File: src/rtl/uart_tx_arbiter.sv
// Round-robin arbiter sharing one UART_top transmit port among four byte sources.
// Frames are paced by a guard counter because UART_top exposes no busy flag.
module uart_tx_arbiter #(
  parameter int N_REQ        = 4,
  parameter int DATA_W       = 8,
  parameter int FRAME_CYCLES = 52083,
  parameter int CNT_W        = 20
) (
  input  logic                    clk,
  input  logic                    rst,
  input  logic [N_REQ-1:0]        req,
  input  logic [N_REQ*DATA_W-1:0] req_data,
  output logic [N_REQ-1:0]        gnt,
  output logic [DATA_W-1:0]       datain_ext,
  output logic                    new_in,
  output logic                    busy,
  output logic [1:0]              last_grant
);

  typedef enum logic [1:0] {
    IDLE,
    SEND,
    WAIT
  } state_t;

  localparam logic [CNT_W-1:0] CNT_LOAD = CNT_W'(FRAME_CYCLES - 1);

  state_t             state_q, state_d;
  logic [CNT_W-1:0]   cnt_q, cnt_d;
  logic [N_REQ-1:0]   gnt_q, gnt_d;
  logic [DATA_W-1:0]  data_q, data_d;
  logic               new_in_q, new_in_d;
  logic               busy_q, busy_d;
  logic [1:0]         last_q, last_d;

  logic               pick_vld;
  logic [1:0]         pick_idx;
  logic [1:0]         cand;

  // Scan from farthest to nearest so the nearest index after last_q wins.
  always_comb begin
    pick_vld = 1'b0;
    pick_idx = last_q;
    cand     = last_q;
    for (int k = 4; k >= 1; k--) begin
      cand = last_q + 2'(k);
      if (req[cand]) begin
        pick_vld = 1'b1;
        pick_idx = cand;
      end
    end
  end

  always_comb begin
    state_d  = state_q;
    cnt_d    = cnt_q;
    gnt_d    = '0;
    data_d   = data_q;
    new_in_d = 1'b0;
    last_d   = last_q;
    unique case (state_q)
      IDLE: begin
        if (pick_vld) begin
          gnt_d[pick_idx] = 1'b1;
          data_d  = req_data[pick_idx*DATA_W +: DATA_W];
          last_d  = pick_idx;
          state_d = SEND;
        end
      end
      SEND: begin
        new_in_d = 1'b1;
        cnt_d    = CNT_LOAD;
        state_d  = WAIT;
      end
      WAIT: begin
        if (cnt_q == '0) begin
          state_d = IDLE;
        end else begin
          cnt_d = cnt_q - 1'b1;
        end
      end
      default: begin
        state_d = IDLE;
      end
    endcase
    busy_d = (state_d != IDLE);
  end

  always_ff @(posedge clk) begin
    if (rst) begin
      state_q  <= IDLE;
      cnt_q    <= '0;
      gnt_q    <= '0;
      data_q   <= '0;
      new_in_q <= 1'b0;
      busy_q   <= 1'b0;
      last_q   <= 2'd3;
    end else begin
      state_q  <= state_d;
      cnt_q    <= cnt_d;
      gnt_q    <= gnt_d;
      data_q   <= data_d;
      new_in_q <= new_in_d;
      busy_q   <= busy_d;
      last_q   <= last_d;
    end
  end

  assign gnt        = gnt_q;
  assign datain_ext = data_q;
  assign new_in     = new_in_q;
  assign busy       = busy_q;
  assign last_grant = last_q;

endmodule

File: config.mk
export PLATFORM = sky130hd
export DESIGN_NAME = uart_tx_arbiter
export DESIGN_NICKNAME = d
export VERILOG_FILES = /design/src/rtl/uart_tx_arbiter.sv
export SDC_FILE = /design/constraint.sdc
export NUM_CORES = 1
export LEC_CHECK = 0
export CELL_PAD_IN_SITES_DETAIL_PLACEMENT = 0
export CELL_PAD_IN_SITES_GLOBAL_PLACEMENT = 2
export CORE_ASPECT_RATIO = 1.25
export CORE_UTILIZATION = 31
export CTS_BUF_LIST = sky130_fd_sc_hd__clkbuf_8
export CTS_CLUSTER_DIAMETER = 120
export DETAILED_ROUTE_END_ITERATION = 6
export PLACE_DENSITY_LB_ADDON = 0.1
export SYNTH_ARGS = -nofsm -noshare
export SYNTH_HDL_FRONTEND = slang
export SYNTH_SLANG_ARGS = --single-unit
File: constraint.sdc
create_clock -name clk -period 5.2 [get_ports clk]
set_input_delay 0.52 -clock clk [delete_from_list [all_inputs] [get_ports clk]]
set_output_delay 0.52 -clock clk [all_outputs]
set_load 0.02 [all_outputs]
==> results of run 1 <==
-- synth_stat cells (2+ instances only) --
cell / number / area, µm²
o211ai_1: 4 / 30.0
clkbuf_1: 13 / 48.8
or4_1: 4 / 30.0
a31oi_1: 10 / 62.6
nor4_4: 2 / 42.5
a2111oi_0: 8 / 70.1
buf_2: 4 / 20.0
a21oi_1: 14 / 70.1
a211o_1: 2 / 17.5
o21bai_1: 9 / 67.6
o21ai_0: 8 / 40.0
a211oi_1: 9 / 67.6
o311ai_0: 3 / 26.3
o2111ai_1: 2 / 17.5
nand3b_1: 2 / 15.0
nand2b_1: 6 / 37.5
or3_1: 2 / 12.5
nand2_1: 8 / 30.0
nand3_1: 4 / 20.0
a21o_1: 2 / 15.0
nor3_1: 8 / 40.0
o41ai_1: 2 / 17.5
nor4_1: 5 / 31.3
mux2_2: 2 / 22.5
and3_1: 2 / 12.5
or3_2: 2 / 15.0
inv_1: 14 / 52.6
ha_1: 2 / 25.0
dfxtp_1: 38 / 761
mux2i_1: 8 / 80.1
or3_4: 2 / 22.5
nor2_1: 17 / 63.8
xor2_1: 9 / 78.8
-- layout make-up --
| class | instances | area, µm² |
|---|---|---|
| Multi-Input combinational cell | 173 | 1190 |
| Timing Repair Buffer | 54 | 538 |
| Inverter | 14 | 52.6 |
| Tap cell | 87 | 109 |
| Sequential cell | 38 | 761 |
| Clock inverter | 3 | 40.0 |
| Clock buffer | 5 | 68.8 |
| Fill cell | 705 | 3760 |
-- cell families after synthesis --
group / Yosys count
and+or+nand+nor: 74
muxes: 10
buffers and inverters: 31
xor gates and xnor gates: 9
DFF: 38
adders and majority gates: 2
AOI/OAI and AO/OA: 78
-- worst max-delay path: cells and delay by family (launching register included) --
kind / cells / cell delay (ns)
AO/OA/AOI/OAI: 3 / 1.27
AND/OR/NAND/NOR: 2 / 0.88
flip-flops: 1 / 0.33
adder cells (fa/ha/maj): 1 / 0.15
buffers and inverters: 1 / 0.11
-- state kept, by name, summed over array words and instances (netlist names) --
register / count
last_grant: 2
datain_ext: 8
busy: 1
new_in: 1
state_q: 2
cnt_q: 20
gnt: 4
-- layout by cell type, fill, tap and decap left out, types with 3 or more instances in the layout --
master	netlist	final
nor2_1	17	17
o21ai_0	8	8
o21bai_1	9	9
nand3_1	4	4
a2111oi_0	8	8
xor2_1	9	9
clkbuf_8	0	5
a31oi_1	10	10
dfxtp_1	38	38
nand2b_1	6	6
nand2_1	8	8
a211oi_1	9	9
nor4_1	5	5
o211ai_1	4	4
o311ai_0	3	3
nor3_1	8	8
inv_1	14	14
clkdlybuf4s50_1	0	53
a21oi_1	14	14
mux2i_1	8	8
or4_1	4	4
-- power by group through the flow --
stage,registers [µW],logic [µW],clock network [µW]
finish,379,379,245
global route,386,418,268
CTS,380,382,254
detailed placement,385,380,0
global placement,387,383,0
floorplan,400,233,0
-- routing by layer --
metal	up-vias	global-route usage, %	share of wire, %	wire, µm
met5	-	0	0	0
met4	0	5.25	1.7	92
met3	8	3.66	3.5	192
met2	48	29.0	51	2800
met1	918	20.8	44	2390
li1	988	-	-	-
-- through the flow --
stage	util (%)	std cells	worst slack (ns)	hold WS, ns	instance area, µm²
finish	42.4	374	2.39	0.502	2760
CTS	42.4	374	2.41	0.506	2760
detailed placement	40.7	366	2.28	0.495	2660
global route	42.4	374	2.08	0.533	2760
global placement	40.7	366	2.29	0.475	2660
floorplan	-	242	3.22	0.465	2080
-- worst paths after layout --
check	startpoint	end	slack (ns)	depth (start not counted)
setup / recovery	cnt_q[0]	cnt_q[19]	2.39	7
hold / removal	cnt_q[0]	cnt_q[0]	0.50	2
setup reg to reg	cnt_q[0]	cnt_q[19]	2.39	7
hold reg to reg	cnt_q[0]	cnt_q[0]	0.50	2
==> flow_metrics.tcl, run 1 <==
set metrics [dict create \
    rsz0062_at_grt "false" \
    finalSetupViolations 0 \
    first_iter_violations 88 \
    crit_fanout 13 \
    vdd_drop_max_mv 0.131 \
    routedWlPerCell_um 14.6 \
    total_power_uw 1000 \
    skew_ns 0.00382 \
    relSlewSlack_pct 37.1 \
    start_util_pct 31.8 \
    max_cap_viol_count 0 \
    cell_internal_pwr_uw 641 \
    clk_path_buf_depth 2 \
    core_mm2 0.00652 \
    ios 54 \
    synthAdderAreaFrac_pct 1.20 \
    gp_congestion 0.746 \
    synth_ff_type "dfxtp_1" \
    num_rows 33 \
    synth_compound_area_share_pct 26.0 \
    hold_buffers 0 \
    endpoint_kind "flop" \
    via_count 1962 \
    power_density_mw_per_mm2 363 \
    syn-cell-area_mm2 0.00208 \
    clkPwrFrac_pct 24.4 \
    synthArstFlopShare_pct 0 \
    antenna_found_initial 0 \
    drv_slew 0 \
    grt_pass1_wl_mm 9.10 \
    cts_resized 0 \
    wl_mm 5.48 \
    hold_violations 0 \
    vias_per_cell 5.25 \
    synth_cell_types 48 \
    drc 0 \
    fin_nets 326 \
    hold_class "reg -> reg" \
    grt_overflow 0 \
    p_comb_share_pct 37.8 \
    ys_ff_latch 38 \
    p_sw_share_pct 36.1 \
    synthesis.nets 282 \
    cp_slowest_cell "o21ai_1" \
    clk_pin_slew_ns 0.07 \
    syn_area_per_cell_um2 8.58 \
    p_leak_uw 0.00102 \
    critical_path_required_ns 5.42 \
    status "finished clean" \
    diodes 0 \
    path_class "reg -> reg" \
    arrival_ns 3.02 \
    startpoint_type "flop" \
    post-route-min-period_ns 2.81 \
    cts_made_buffers 5 \
    post-cts-setup-buffers 0 \
    synthXorXnorAreaFrac_pct 3.80 \
    crit_chain "inv_1, ha_1, nor4b_1, nand4_1, o21ai_1, o311ai_0, a21oi_1" \
    max_stage_delay_ns 0.84 \
    dieArea_mm2 0.00703 \
    grt_pass1_vias 1882 \
    insertion_delay_ns 0.28 \
    p_switching_uw 362 \
    synth-simple-area-share_pct 21.6 \
    synthMuxAreaShare_pct 4.94 \
    hpwl_mm 3.92 \
    worst_pin_slew_ns 0.936 \
    area_growth_pct 33.1 \
    grt_max_degree 38 \
    numPortBuffers 53 \
    yosys_warnings 0 \
    drtAntennaViolNets 0 \
    period_share_pct 54.0 \
    yosysSeqAreaShare_pct 36.6 \
    cts.sinks 38 \
    ctsHtreeMaxLevel 2 \
    synth_top_family_by_area "compound AO/OA/AOI/OAI gates" \
    fmax_ghz 0.356 \
    root_buffer "clkbuf_8" \
    grt_use_total_pct 16.9 \
    setup_tns_ns 0 \
    syn-instance-count 242 \
    drive_gt1_share_pct 7.32 \
    tritoncts "built" \
    die_w_um 75.2 \
    synth_edf_count 0 \
    dieHeight_um 93.5 \
    seq_power_share_pct 37.8 \
    dr.pass1.iters 4 \
]
Power figures use the tool's default switching activity.
==> run 2, diff against run 1 <==
- CORE_UTILIZATION: 31 -> 29
- clock period: 5.2 -> 2.65 ns (I/O delays scaled with it)
==> run 2 against run 1 <==
  * Sequential share of layout area shrank 0.92 points
  * Largest power group is now combinational cells
  * Combinational power rose by 110%
  * The run now ends with DRC left
  * Fmax increased by 27%
  * Highest routed layer unchanged
  * Critical path type unchanged
  * Worst setup slack worse by 1.9 ns
  * Sequential cell count unchanged
==> flow_metrics.tcl, run 2 (synthesis results as in run 1) <==
set metrics [dict create \
    core_mm2 0.00693 \
    crit_chain "inv_1, ha_1, nor4b_1, buf_4, nand4_1, buf_4, o21ai_1, buf_4, or4_1, a21oi_1" \
    relSlewSlack_pct 70.5 \
    gp_congestion 0.734 \
    drtAntennaViolNets 0 \
    routedWlPerCell_um 14.2 \
    grt_use_total_pct 15.9 \
    r2r_cells 10 \
    fmax_ghz 0.453 \
    antenna_found_initial 0 \
    hold-path-cell-count 2 \
    arrival_ns 2.43 \
    num_rows 34 \
    vdd_drop_max_mv 0.256 \
    setup_tns_ns 0 \
    numPlacedInstances 381 \
    fin_hold_ws_ns 0.502 \
    max_stage_delay_ns 0.51 \
    startpoint_type "flop" \
    grt_pass1_wl_mm 9.48 \
    dieArea_mm2 0.00751 \
    r2r-start "cnt_q[0]" \
    drv_slew 0 \
    cp_slowest_cell "or4_1" \
    dieHeight_um 96.6 \
    hold_buffers 0 \
    grt_max_degree 38 \
    hpwl_mm 4.09 \
    max_cap_viol_count 0 \
    vias_per_cell 5.08 \
    clk_path_buf_depth 2 \
    hold_class "reg -> reg" \
    finish.utilization_pct 41.2 \
    crit_fanout 13 \
    p_leak_uw 0.00108 \
    power_density_mw_per_mm2 703 \
    violations "DRC" \
    cts.sinks 38 \
    ios 54 \
    worst_pin_slew_ns 0.432 \
    start_util_pct 30.0 \
    hold_violations 0 \
    drc 1 \
    die_w_um 77.7 \
    mostFrequentLayoutCell "clkdlybuf4s50_1" \
    status "complete, but fails checks" \
    grt_pass1_vias 1943 \
    final_cells 389 \
    wl_mm 5.53 \
    min_from "cnt_q[0]" \
    post-cts-setup-buffers 0 \
    first_iter_violations 66 \
    skew_ns 0.00242 \
    regMostFlops "cnt_q" \
    tritoncts "built" \
    root_buffer "clkbuf_8" \
    clk_pin_slew_ns 0.08 \
    fin_nets 338 \
    holdPathEnd "cnt_q[0]" \
    finalSetupViolations 0 \
    drive_gt1_share_pct 11.0 \
    area_growth_pct 37.7 \
    diodes 0 \
    via_count 1976 \
    cts_made_buffers 5 \
    path_class "reg -> reg" \
    endpoint_kind "flop" \
    period_share_pct 83.2 \
    critPathMostFrequentCell "buf_4" \
    layout_common_cells "clkdlybuf4s50_1, dfxtp_1, nor2_1" \
    reg2reg_to "cnt_q[19]" \
    grt_overflow 0 \
    cts_resized 0 \
    rsz0062_at_grt "false" \
    critical_path_required_ns 2.87 \
    worstSetupStartpoint "cnt_q[0]" \
    largest_reg_flops 20 \
    post-route-min-period_ns 2.21 \
    r2r_slack_ns 0.44 \
    numPortBuffers 53 \
    ctsHtreeMaxLevel 2 \
    insertion_delay_ns 0.29 \
    dr.pass1.iters 6 \
]
[run 2: cell count changes in the layout (fill, tap and decap cells not counted)]
cell | before | now
buf_4 | 1 | 13
clkbuf_8 | 5 | 8
clkinv_2 | 2 | 0
bufinv_16 | 1 | 0
[run 2: routing by layer]
layer  up-vias  global-route usage (%)  share of wire (%)
li1       1015                       -                  -
met1       909                    18.7                 43
met2        45                    26.9                 50
met3         7                    4.53                5.4
met4         0                    6.10                1.6
met5         -                       0                  0
[run 2: worst max path at each step]
stage	cells past startpoint	end	slack, ns
CTS	10	cnt_q[19]	0.44
global route	10	cnt_q[17]	0.29
global placement	7	datain_ext[5]	0.39
detailed placement	7	datain_ext[3]	0.31
finish	10	cnt_q[19]	0.44
floorplan	7	cnt_q[18]	0.67
[run 2: cell type report]
cell class | instances | area (µm²)
Inverter | 14 | 52.6
Multi-Input combinational cell | 173 | 1190
Timing Repair Buffer | 66 | 628
Sequential cell | 38 | 761
Fill cell | 735 | 4080
Tap cell | 90 | 113
Clock buffer | 8 | 110
[run 2: worst max-delay path, delay by kind of cell (launching register included)]
| family | cells | cell delay [ns] |
|---|---|---|
| simple gates | 3 | 0.72 |
| buf+inv | 4 | 0.61 |
| flops | 1 | 0.37 |
| compound gates | 2 | 0.24 |
| fa+ha+maj | 1 | 0.19 |
[run 2: per-stage QoR]
stage	power (µW)	setup WS (ns)	area, µm²
2_1_floorplan	1240	0.670	2080
3_3_place_gp	1560	0.390	2750
3_5_place_dp	1560	0.310	2750
4_1_cts	2040	0.439	2860
5_1_grt	2150	0.295	2860
6_report	2010	0.444	2860
[run 2: where the power goes]
group	internal [µW]	switching, µW	leakage, µW
Sequential	657	84.5	0.000313
Clock	263	210	0.0000575
Combinational	368	426	0.000710
Total	1290	721	0.00108
